--- src/rtl/dl_pkg.sv ---
// rtl/dl_pkg.sv - constant helpers for sizing the OR-reduction pipeline
package dl_pkg;

    function automatic int clog2(input int n);
        int r;
        int v;
        r = 0;
        v = 1;
        while (v < n) begin
            v = v << 1;
            r = r + 1;
        end
        return r;
    endfunction

    function automatic int ceil_div(input int a, input int b);
        return (a + b - 1) / b;
    endfunction

endpackage

--- src/rtl/dl_or.sv ---
// rtl/dl_or.sv - two-input bitwise OR primitive
module dl_or #(
    parameter int WIDTH = 1
) (
    input  logic [WIDTH-1:0] i_a,
    input  logic [WIDTH-1:0] i_b,
    output logic [WIDTH-1:0] o_y
);

    assign o_y = i_a | i_b;

endmodule

--- src/rtl/dl_or_stage.sv ---
// rtl/dl_or_stage.sv - one pipeline stage: NUM_LEVELS OR-tree levels feeding a valid/ready register slice
module dl_or_stage #(
    parameter int NUM_BITS   = 32,
    parameter int NUM_IN     = 2,
    parameter int NUM_LEVELS = 1
) (
    input  logic                                        clk,
    input  logic                                        rst_n,
    input  logic                                        i_valid,
    output logic                                        o_ready,
    input  logic [NUM_IN*NUM_BITS-1:0]                  i_data,
    output logic                                        o_valid,
    input  logic                                        i_ready,
    output logic [(NUM_IN >> NUM_LEVELS)*NUM_BITS-1:0]  o_data
);

    localparam int NUM_OUT = NUM_IN >> NUM_LEVELS;
    localparam int TREE_W  = NUM_BITS * (2*NUM_IN - NUM_OUT);

    // All tree levels are packed back to back in one vector; level j starts here.
    function automatic int lvl_off(input int j);
        return NUM_BITS * (2*NUM_IN - 2*(NUM_IN >> j));
    endfunction

    logic [TREE_W-1:0]           w_tree;
    logic [NUM_OUT*NUM_BITS-1:0] w_next;
    logic                        r_valid;
    logic [NUM_OUT*NUM_BITS-1:0] r_data;

    assign w_tree[0 +: NUM_IN*NUM_BITS] = i_data;

    generate
        for (genvar j = 1; j <= NUM_LEVELS; j++) begin : g_lvl
            for (genvar n = 0; n < (NUM_IN >> j); n++) begin : g_node
                dl_or #(.WIDTH(NUM_BITS)) u_or (
                    .i_a (w_tree[lvl_off(j-1) + (2*n)*NUM_BITS   +: NUM_BITS]),
                    .i_b (w_tree[lvl_off(j-1) + (2*n+1)*NUM_BITS +: NUM_BITS]),
                    .o_y (w_tree[lvl_off(j)   + n*NUM_BITS       +: NUM_BITS])
                );
            end
        end
    endgenerate

    assign w_next  = w_tree[lvl_off(NUM_LEVELS) +: NUM_OUT*NUM_BITS];
    // An empty slice accepts regardless of downstream, so bubbles collapse.
    assign o_ready = !r_valid || i_ready;
    assign o_valid = r_valid;
    assign o_data  = r_data;

    always_ff @(posedge clk or negedge rst_n) begin
        if (!rst_n) begin
            r_valid <= 1'b0;
            r_data  <= '0;
        end else if (o_ready) begin
            r_valid <= i_valid;
            if (i_valid) begin
                r_data <= w_next;
            end
        end
    end

endmodule

--- src/rtl/dl_or_reduce_pipe.sv ---
// rtl/dl_or_reduce_pipe.sv - pipelined masked N-way OR reduction with sticky accumulator
module dl_or_reduce_pipe
    import dl_pkg::*;
#(
    parameter int NUM_BITS         = 32,
    parameter int NUM_INPUTS       = 8,
    parameter int LEVELS_PER_STAGE = 1
) (
    input  logic                           clk,
    input  logic                           rst_n,
    input  logic                           in_valid,
    output logic                           in_ready,
    input  logic [NUM_INPUTS*NUM_BITS-1:0] in_data,
    input  logic [NUM_INPUTS-1:0]          in_mask,
    output logic                           out_valid,
    input  logic                           out_ready,
    output logic [NUM_BITS-1:0]            out_data,
    output logic                           out_any,
    input  logic                           acc_clr,
    output logic [NUM_BITS-1:0]            acc_data
);

    localparam int L          = clog2(NUM_INPUTS);
    localparam int P          = 1 << L;
    localparam int NUM_STAGES = (L == 0) ? 1 : ceil_div(L, LEVELS_PER_STAGE);

    // Operand count entering stage k (k == NUM_STAGES gives the single result).
    function automatic int stage_cnt(input int k);
        int d;
        d = k * LEVELS_PER_STAGE;
        if (d > L) d = L;
        return P >> d;
    endfunction

    // The last stage takes whatever levels remain.
    function automatic int stage_lvls(input int k);
        int r;
        r = L - k * LEVELS_PER_STAGE;
        if (r > LEVELS_PER_STAGE) r = LEVELS_PER_STAGE;
        if (r < 0) r = 0;
        return r;
    endfunction

    function automatic int bus_off(input int k);
        int s;
        s = 0;
        for (int i = 0; i < k; i++) s = s + stage_cnt(i) * NUM_BITS;
        return s;
    endfunction

    localparam int BUS_W = bus_off(NUM_STAGES + 1);

    logic [P*NUM_BITS-1:0]   w_leaves;
    logic [BUS_W-1:0]        w_bus;
    logic [NUM_STAGES:0]     w_valid;
    logic [NUM_STAGES:0]     w_ready;
    logic                    w_out_fire;
    logic [NUM_BITS-1:0]     r_acc;

    // Masked operands and padding leaves are zero, the OR identity.
    always_comb begin
        w_leaves = '0;
        for (int i = 0; i < NUM_INPUTS; i++) begin
            if (in_mask[i]) begin
                w_leaves[i*NUM_BITS +: NUM_BITS] = in_data[i*NUM_BITS +: NUM_BITS];
            end
        end
    end

    assign w_bus[0 +: P*NUM_BITS] = w_leaves;
    assign w_valid[0]             = in_valid;
    assign in_ready               = w_ready[0];
    assign w_ready[NUM_STAGES]    = out_ready;

    generate
        for (genvar k = 0; k < NUM_STAGES; k++) begin : g_stage
            localparam int CNT_IN  = stage_cnt(k);
            localparam int CNT_OUT = stage_cnt(k + 1);
            localparam int LVLS    = stage_lvls(k);
            localparam int OFF_IN  = bus_off(k);
            localparam int OFF_OUT = bus_off(k + 1);

            dl_or_stage #(
                .NUM_BITS   (NUM_BITS),
                .NUM_IN     (CNT_IN),
                .NUM_LEVELS (LVLS)
            ) u_stage (
                .clk     (clk),
                .rst_n   (rst_n),
                .i_valid (w_valid[k]),
                .o_ready (w_ready[k]),
                .i_data  (w_bus[OFF_IN +: CNT_IN*NUM_BITS]),
                .o_valid (w_valid[k+1]),
                .i_ready (w_ready[k+1]),
                .o_data  (w_bus[OFF_OUT +: CNT_OUT*NUM_BITS])
            );
        end
    endgenerate

    assign out_valid  = w_valid[NUM_STAGES];
    assign out_data   = w_bus[bus_off(NUM_STAGES) +: NUM_BITS];
    assign out_any    = |out_data;
    assign w_out_fire = out_valid && out_ready;
    assign acc_data   = r_acc;

    // A clear coinciding with a delivery restarts the accumulator from that beat.
    always_ff @(posedge clk or negedge rst_n) begin
        if (!rst_n) begin
            r_acc <= '0;
        end else if (acc_clr) begin
            r_acc <= w_out_fire ? out_data : '0;
        end else if (w_out_fire) begin
            r_acc <= r_acc | out_data;
        end
    end

endmodule

--- config.mk ---
export PLATFORM = sky130hd
export DESIGN_NAME = dl_or_reduce_pipe
export DESIGN_NICKNAME = d
export VERILOG_FILES = /design/src/rtl/dl_pkg.sv /design/src/rtl/dl_or.sv /design/src/rtl/dl_or_stage.sv /design/src/rtl/dl_or_reduce_pipe.sv
export SDC_FILE = /design/constraint.sdc
export NUM_CORES = 1
export LEC_CHECK = 0
export ABC_CLOCK_PERIOD_IN_PS = 1850
export BUFFER_PORTS_ARGS = -buffer_cell sky130_fd_sc_hd__buf_2
export CAP_MARGIN = 20
export CORE_UTILIZATION = 45
export DETAILED_ROUTE_END_ITERATION = 12
export PLACE_DENSITY = 0.7
export SETUP_SLACK_MARGIN = 0.3
export SLEW_MARGIN = 10
export SYNTH_ARGS = -nofsm -noshare
export SYNTH_HDL_FRONTEND = slang
export SYNTH_HIERARCHICAL = 1
export SYNTH_SLANG_ARGS = --single-unit
--- constraint.sdc ---
create_clock -name clk -period 1.85 [get_ports clk]
set_input_delay 0.0925 -clock clk [delete_from_list [all_inputs] [get_ports clk]]
set_output_delay 0.0925 -clock clk [all_outputs]
set_load 0.005 [all_outputs]
## Yosys cells after proc, flatten, opt, wreduce, memory -nomap -nowiden

Cells that the tools add are included.
Widths: inputs -> output; s select.

| word-level totals | value |
|---|---|
| flip-flop bits (word level) | 259 |
| input port bits | 269 |
| output and inout bits | 67 |
| logic and storage cells | 38 |

| operators by class | value |
|---|---|
| multiplexer cells | 11 |
| bitwise logic cells | 8 |
| reduce and logical (&&, ||, !) cells | 12 |

Operators by type and width:

| kind | count |
|---|---|
| $mux 32 | 11 |
| $or 32x32->32 | 8 |
| $reduce_or 32->1 | 1 |
| $reduce_and 2->1 | 3 |
| $logic_not 1->1 | 3 |
| $logic_or 1x1->1 | 3 |
| $reduce_bool 2->1 | 1 |
| $logic_and 1x1->1 | 1 |

## Longest topological paths before layout

| logic depth | value |
|---|---|
| depth in word-level cells | 5 |
| depth in mapped cells | 7 |
| gate-level depth less buffers | 5 |

## Hierarchy

Netlist, hierarchy kept.

By module, submodules not included:

| module | instances | cells each | area each (µm²) | seq. area each (µm²) |
|---|---|---|---|---|
| dl_or_stage at g_stage[0].u_stage | 1 | 274 | 5341.4 | 3228.1 |
| dl_or_reduce_pipe | 1 | 427 | 3005.4 | 800.8 |
| dl_or_stage at g_stage[1].u_stage | 1 | 138 | 2671.3 | 1626.6 |
| dl_or | 7 | 32 | 200.2 | 0.0 |
| dl_or_stage at g_stage[2].u_stage | 1 | 71 | 1391.3 | 825.8 |

## Worst setup path before layout

Ideal clock, no wire load.

| timing path | value |
|---|---|
| path type | reg-to-reg |
| start | register g_stage[2].u_stage.r_valid |
| end | register g_stage[0].u_stage.r_data[100] |
| setup time | 0.125 ns |
| arrival time | 1.466 ns |
| required time | 1.725 ns |
| slack | 0.259 ns |
| cell stages (with the launch flop) | 8 |
| path buffers | 2 |
| clock period less this slack | 1.591 ns |
| cell sequence | dfrtp_1 -> nand2b_4 -> nand2b_4 -> nand2b_4 -> nand2_4 -> buf_12 -> buf_12 -> mux2_4 |

| on the way | value |
|---|---|
| cells in the longest elaborated chain, start to end | 5 |

RTL lines:

| item | line | source |
|---|---|---|
| start, declared | dl_or_stage.sv:27 | `logic r_valid;` |
| start signal, assigned | dl_or_stage.sv:55 | `r_valid <= i_valid;` |
| $logic_not 1->1 | dl_or_stage.sv:46 | `assign o_ready = !r_valid \|\| i_ready;` |
| $logic_or 1x1->1 | dl_or_stage.sv:46 |  |
| via w_ready[2] | dl_or_reduce_pipe.sv:56 | `logic [NUM_STAGES:0] w_ready;` |
| $logic_or 1x1->1 | dl_or_stage.sv:46 |  |
| via w_ready[1] | dl_or_reduce_pipe.sv:56 |  |
| $logic_or 1x1->1 | dl_or_stage.sv:46 |  |
| via in_ready | dl_or_reduce_pipe.sv:12 | `output logic in_ready,` |
| $reduce_and 2->1 (no line) | - |  |
| end signal, assigned | dl_or_stage.sv:57 | `r_data <= w_next;` |
| end, declared | dl_or_stage.sv:28 | `logic [NUM_OUT*NUM_BITS-1:0] r_data;` |

The timed path passes the listed nets, and every way through them passes these cells.
A chain may end at the register's enable or synchronous reset.

## Worst setup path in the final report

| timing path | value |
|---|---|
| start | register g_stage[2].u_stage.r_data[13] |
| end | output out_any |

| on the way | value |
|---|---|
| cells in the longest elaborated chain, start to end | 1 |

RTL lines:

| item | line | source |
|---|---|---|
| start, declared | dl_or_stage.sv:28 |  |
| start signal, assigned | dl_or_stage.sv:57 |  |
| $reduce_or 32->1 | dl_or_reduce_pipe.sv:102 | `assign out_any = \|out_data;` |
| end, declared | dl_or_reduce_pipe.sv:18 | `output logic out_any,` |

No other way between the ends.

==> summary.md <==
| Metric | Value |
|---|---|
| Die Area | `31400 um^2` |
| Congestion Overflow GR | `0` |
| Met1 WL | `16700 um` |
| CTS Sinks | `259` |
| Fraction of registers with async set/reset | `1.00` |
| Area growth from synthesis to layout | `39.9%` |
| Mux cell area share after synthesis | `0.235` |
| Vias post-DR | `9817` |
| # rows | `63` |
| Worst Hold Launch | `in_data[38]` |
| CP Capture Type | `output port` |
| Core Util, Final | `0.645` |
| Share of layout cells above drive strength 1 | `0.413` |
| Pleak | `9.45 nW` |
| Mapped cell area | `13800 um^2` |
| Post-synthesis xor/xnor area fraction | `0` |
| Hpwl dp | `23500 um` |
| Main combinational cell family by area after synthesis | `simple AND/OR/NAND/NOR gates` |
| Normalized max-slew margin | `0.577` |
| Initial antenna violation count | `0` |
| Cells after Synth | `1134` |
| Crit Path Max Fanout | `2` |
| Most frequent cells in the layout | `333 x buf_2, 257 x and2_1, 255 x dfrtp_1, 225 x or2_1, 219 x mux2_4` |
| Root buf cell | `clkbuf_16` |
| Synth warn | `6` |
| Critical Path AT | `1.82 ns` |
| Top Metal Used | `met4` |
| Clock Skews | `0.0165 ns` |
| Worst R2R End | `g_stage[0].u_stage/o_data[47]$_DFFE_PN0P_` |
| CP max-delay cell | `dfrtp_1` |
| Vias in the first global route | `10200` |
| RD Place Congestion | `0.790` |
| FF-to-FF setup slack | `0.07 ns` |
| Crit Path Category | `flip-flop to output port` |
| Endpoints failing hold | `0` |
| Max-cap violations | `0` |
| Top_reg_cell synth | `dfrtp_1` |
| Crit-path leading delay family | `simple AND/OR/NAND/NOR gates` |
| Failing checks | `setup timing` |
| TritonCTS Buffers | `27` |
| Avg WL per Cell | `17.2 um` |
| Setup crit start kind | `flip-flop` |
| Total Power | `18.2 mW` |
| Final wirelength | `35700 um` |
| Cell Count, Final, Fillers Out | `2077` |
| # IOs | `336` |
| Worst vdd ir | `0.000675 V` |
| Compound-Gate Fraction of Synth Area | `0.0116` |
| TritonCTS clock tree | `done` |
| Worst hold-check path type | `primary input to flip-flop` |
| # fillers | `2270` |
| Largest net degree at the start of global routing | `70` |
| Detailed Routing Iterations Pass 1 | `5` |
| Status | `complete, but fails checks` |
| Clock Tree Buf Depth | `3` |
| Synthesized Nets | `1403` |
| Final setup violation count | `1` |
| Period utilisation layout | `1.04` |
| Post-synthesis simple-gate area fraction | `0.239` |
| Critical Path, Cell by Cell | `nor4_2, buf_4, nand4_1, or2_1, buf_2` |
| All-Layer GR Usage | `0.229` |
| Clock transition at the registers of the reported paths | `0.06 ns` |
| Number of diodes | `0` |
| PortBufs | `335` |
| Dpl cells | `1827` |
| Worst path max stage delay | `0.41 ns` |
| Die Y | `177 um` |
| WL met2 | `17000 um` |
| Most common cell after layout, fill and taps aside | `buf_2` |
| Synthesized-area fraction occupied by adder cells | `0` |
| Synth cell types | `20` |
| Hold path endpoint | `g_stage[0].u_stage/o_data[6]$_DFFE_PN0P_` |
| Routed vias/inst | `4.73` |
| Tmin final | `1.92 ns` |
| CTS H-tree lvls | `1` |
| Sequential area share after synthesis | `0.469` |
| Worst EP required | `1.76 ns` |
| Worst-margin pin slew | `0.635 ns` |
| Residual DRC count | `0` |
| Post-route ant nets | `0` |
| Flops & latches, synth | `259` |
| Final Worst Setup Slack | `-0.0655 ns` |
| Initial DRC Count | `351` |
| Met3 WL | `1450 um` |
| Clock Latency Late Sink | `0.54 ns` |
| Pwr dens | `940 nW/um^2` |
| FF-to-FF Start | `g_stage[2].u_stage/o_valid$_DFFE_PN0P_` |
| Final nets | `1935` |
| Post-Route Setup TNS | `-0.0655 ns` |
| Buffers plus inverters on the worst setup path | `2` |
| Final Slew Violations | `0` |
| First-pass GRT wire length | `55500 um` |
| Die Wd | `177 um` |
| Hold path depth | `4` |
| EDFF count, synth | `0` |
| Core area | `30000 um^2` |
| Average size of a mapped cell | `12.2 um^2` |
| FMAX | `522 MHz` |
| Unrepaired setup endpoints after global routing | `true` |
| Starting Density | `0.461` |
| Reg2reg path depth | `9` |
## metrics by stage
stage	area, um^2	setup slack [ns]	hold slack [ns]
detailed placement	15800	0.0619	-0.00879
CTS	19200	-0.109	0.000310
global route	19300	-0.191	0.000986
floorplan	13800	0.269	-0.203
global placement	15800	0.112	-0.00805
finish	19300	-0.0655	0.00999
## layout make-up
class                           count  area [um^2]  area share
Inverter                           32          120     0.00622
Clock inverter                      9         77.6     0.00402
Clock buffer                       41          828      0.0429
Tap cell                          390          488      0.0253
Multi-Input combinational cell    790         6910       0.357
Timing Repair Buffer              556         4420       0.229
Sequential cell                   259         6490       0.336
## layer usage
metal  track usage  vias to the layer above
li1              -                     4739
met1         0.313                     4782
met2         0.392                      250
met3        0.0260                       46
met4        0.0442                        0
met5             0                        -
## tightest hold or removal path, stage by stage
cell and delay, ns:
buf_2 0.07, and2_1 0.10, or2_1 0.10, mux2_4 0.14
## synthesized netlist by cell type, types with 7 or more instances
cell type  count  area share
and2_1       257        0.12
buf_12        14       0.020
buf_6          9      0.0073
clkbuf_1      27      0.0073
dfrtp_1      259        0.47
inv_1         32      0.0087
mux2_2        31       0.025
mux2_4       193        0.21
nand2_1       32      0.0087
nor4_1         7      0.0032
o21ai_0       25      0.0091
o21ai_1        7      0.0025
or2_1        225        0.10
## flip-flops by register name, summed over array words and instances (netlist names)
name,cells
g_stage.u_stage/o_data,224
acc_data,32
g_stage.u_stage/o_valid,3
## cells by family after synthesis
| group | after synthesis |
|---|---|
| and+or+nand+nor | 533 |
| DFF | 259 |
| muxes | 224 |
| buffers and inverters | 86 |
| AOI/OAI and AO/OA | 32 |
## worst max-delay path by stage
stage / depth (start not counted) / from / slack [ns] / endpoint
2_1_floorplan: 7 / g_stage[2].u_stage/o_valid$_DFFE_PN0P_ / 0.27 / g_stage[0].u_stage/o_data[100]$_DFFE_PN0P_
3_5_place_dp: 6 / g_stage[2].u_stage/o_valid$_DFFE_PN0P_ / 0.06 / g_stage[0].u_stage/o_data[109]$_DFFE_PN0P_
4_1_cts: 4 / g_stage[2].u_stage/o_data[15]$_DFFE_PN0P_ / -0.11 / out_any
3_3_place_gp: 6 / g_stage[2].u_stage/o_valid$_DFFE_PN0P_ / 0.11 / g_stage[0].u_stage/o_data[109]$_DFFE_PN0P_
5_1_grt: 5 / g_stage[2].u_stage/o_data[13]$_DFFE_PN0P_ / -0.19 / out_any
6_report: 5 / g_stage[2].u_stage/o_data[13]$_DFFE_PN0P_ / -0.07 / out_any
## where the power goes
part	total (mW)	internal (mW)	switching, mW
clock network	5.47	3.22	2.24
registers	7.85	6.91	0.933
logic	4.86	3.16	1.69
total	18.2	13.3	4.87
## what timing repair did
action                                  4_1_cts  5_1_grt
pin swaps                                     5        3
setup buffers                                30        6
endpoints found under the hold margin       340        0
gates resized for setup                      79        2
endpoints found under the setup margin      142      163
gates cloned                                 17        0
hold buffers                                147        0
Note: power is estimated with default switching activity, not from simulation.
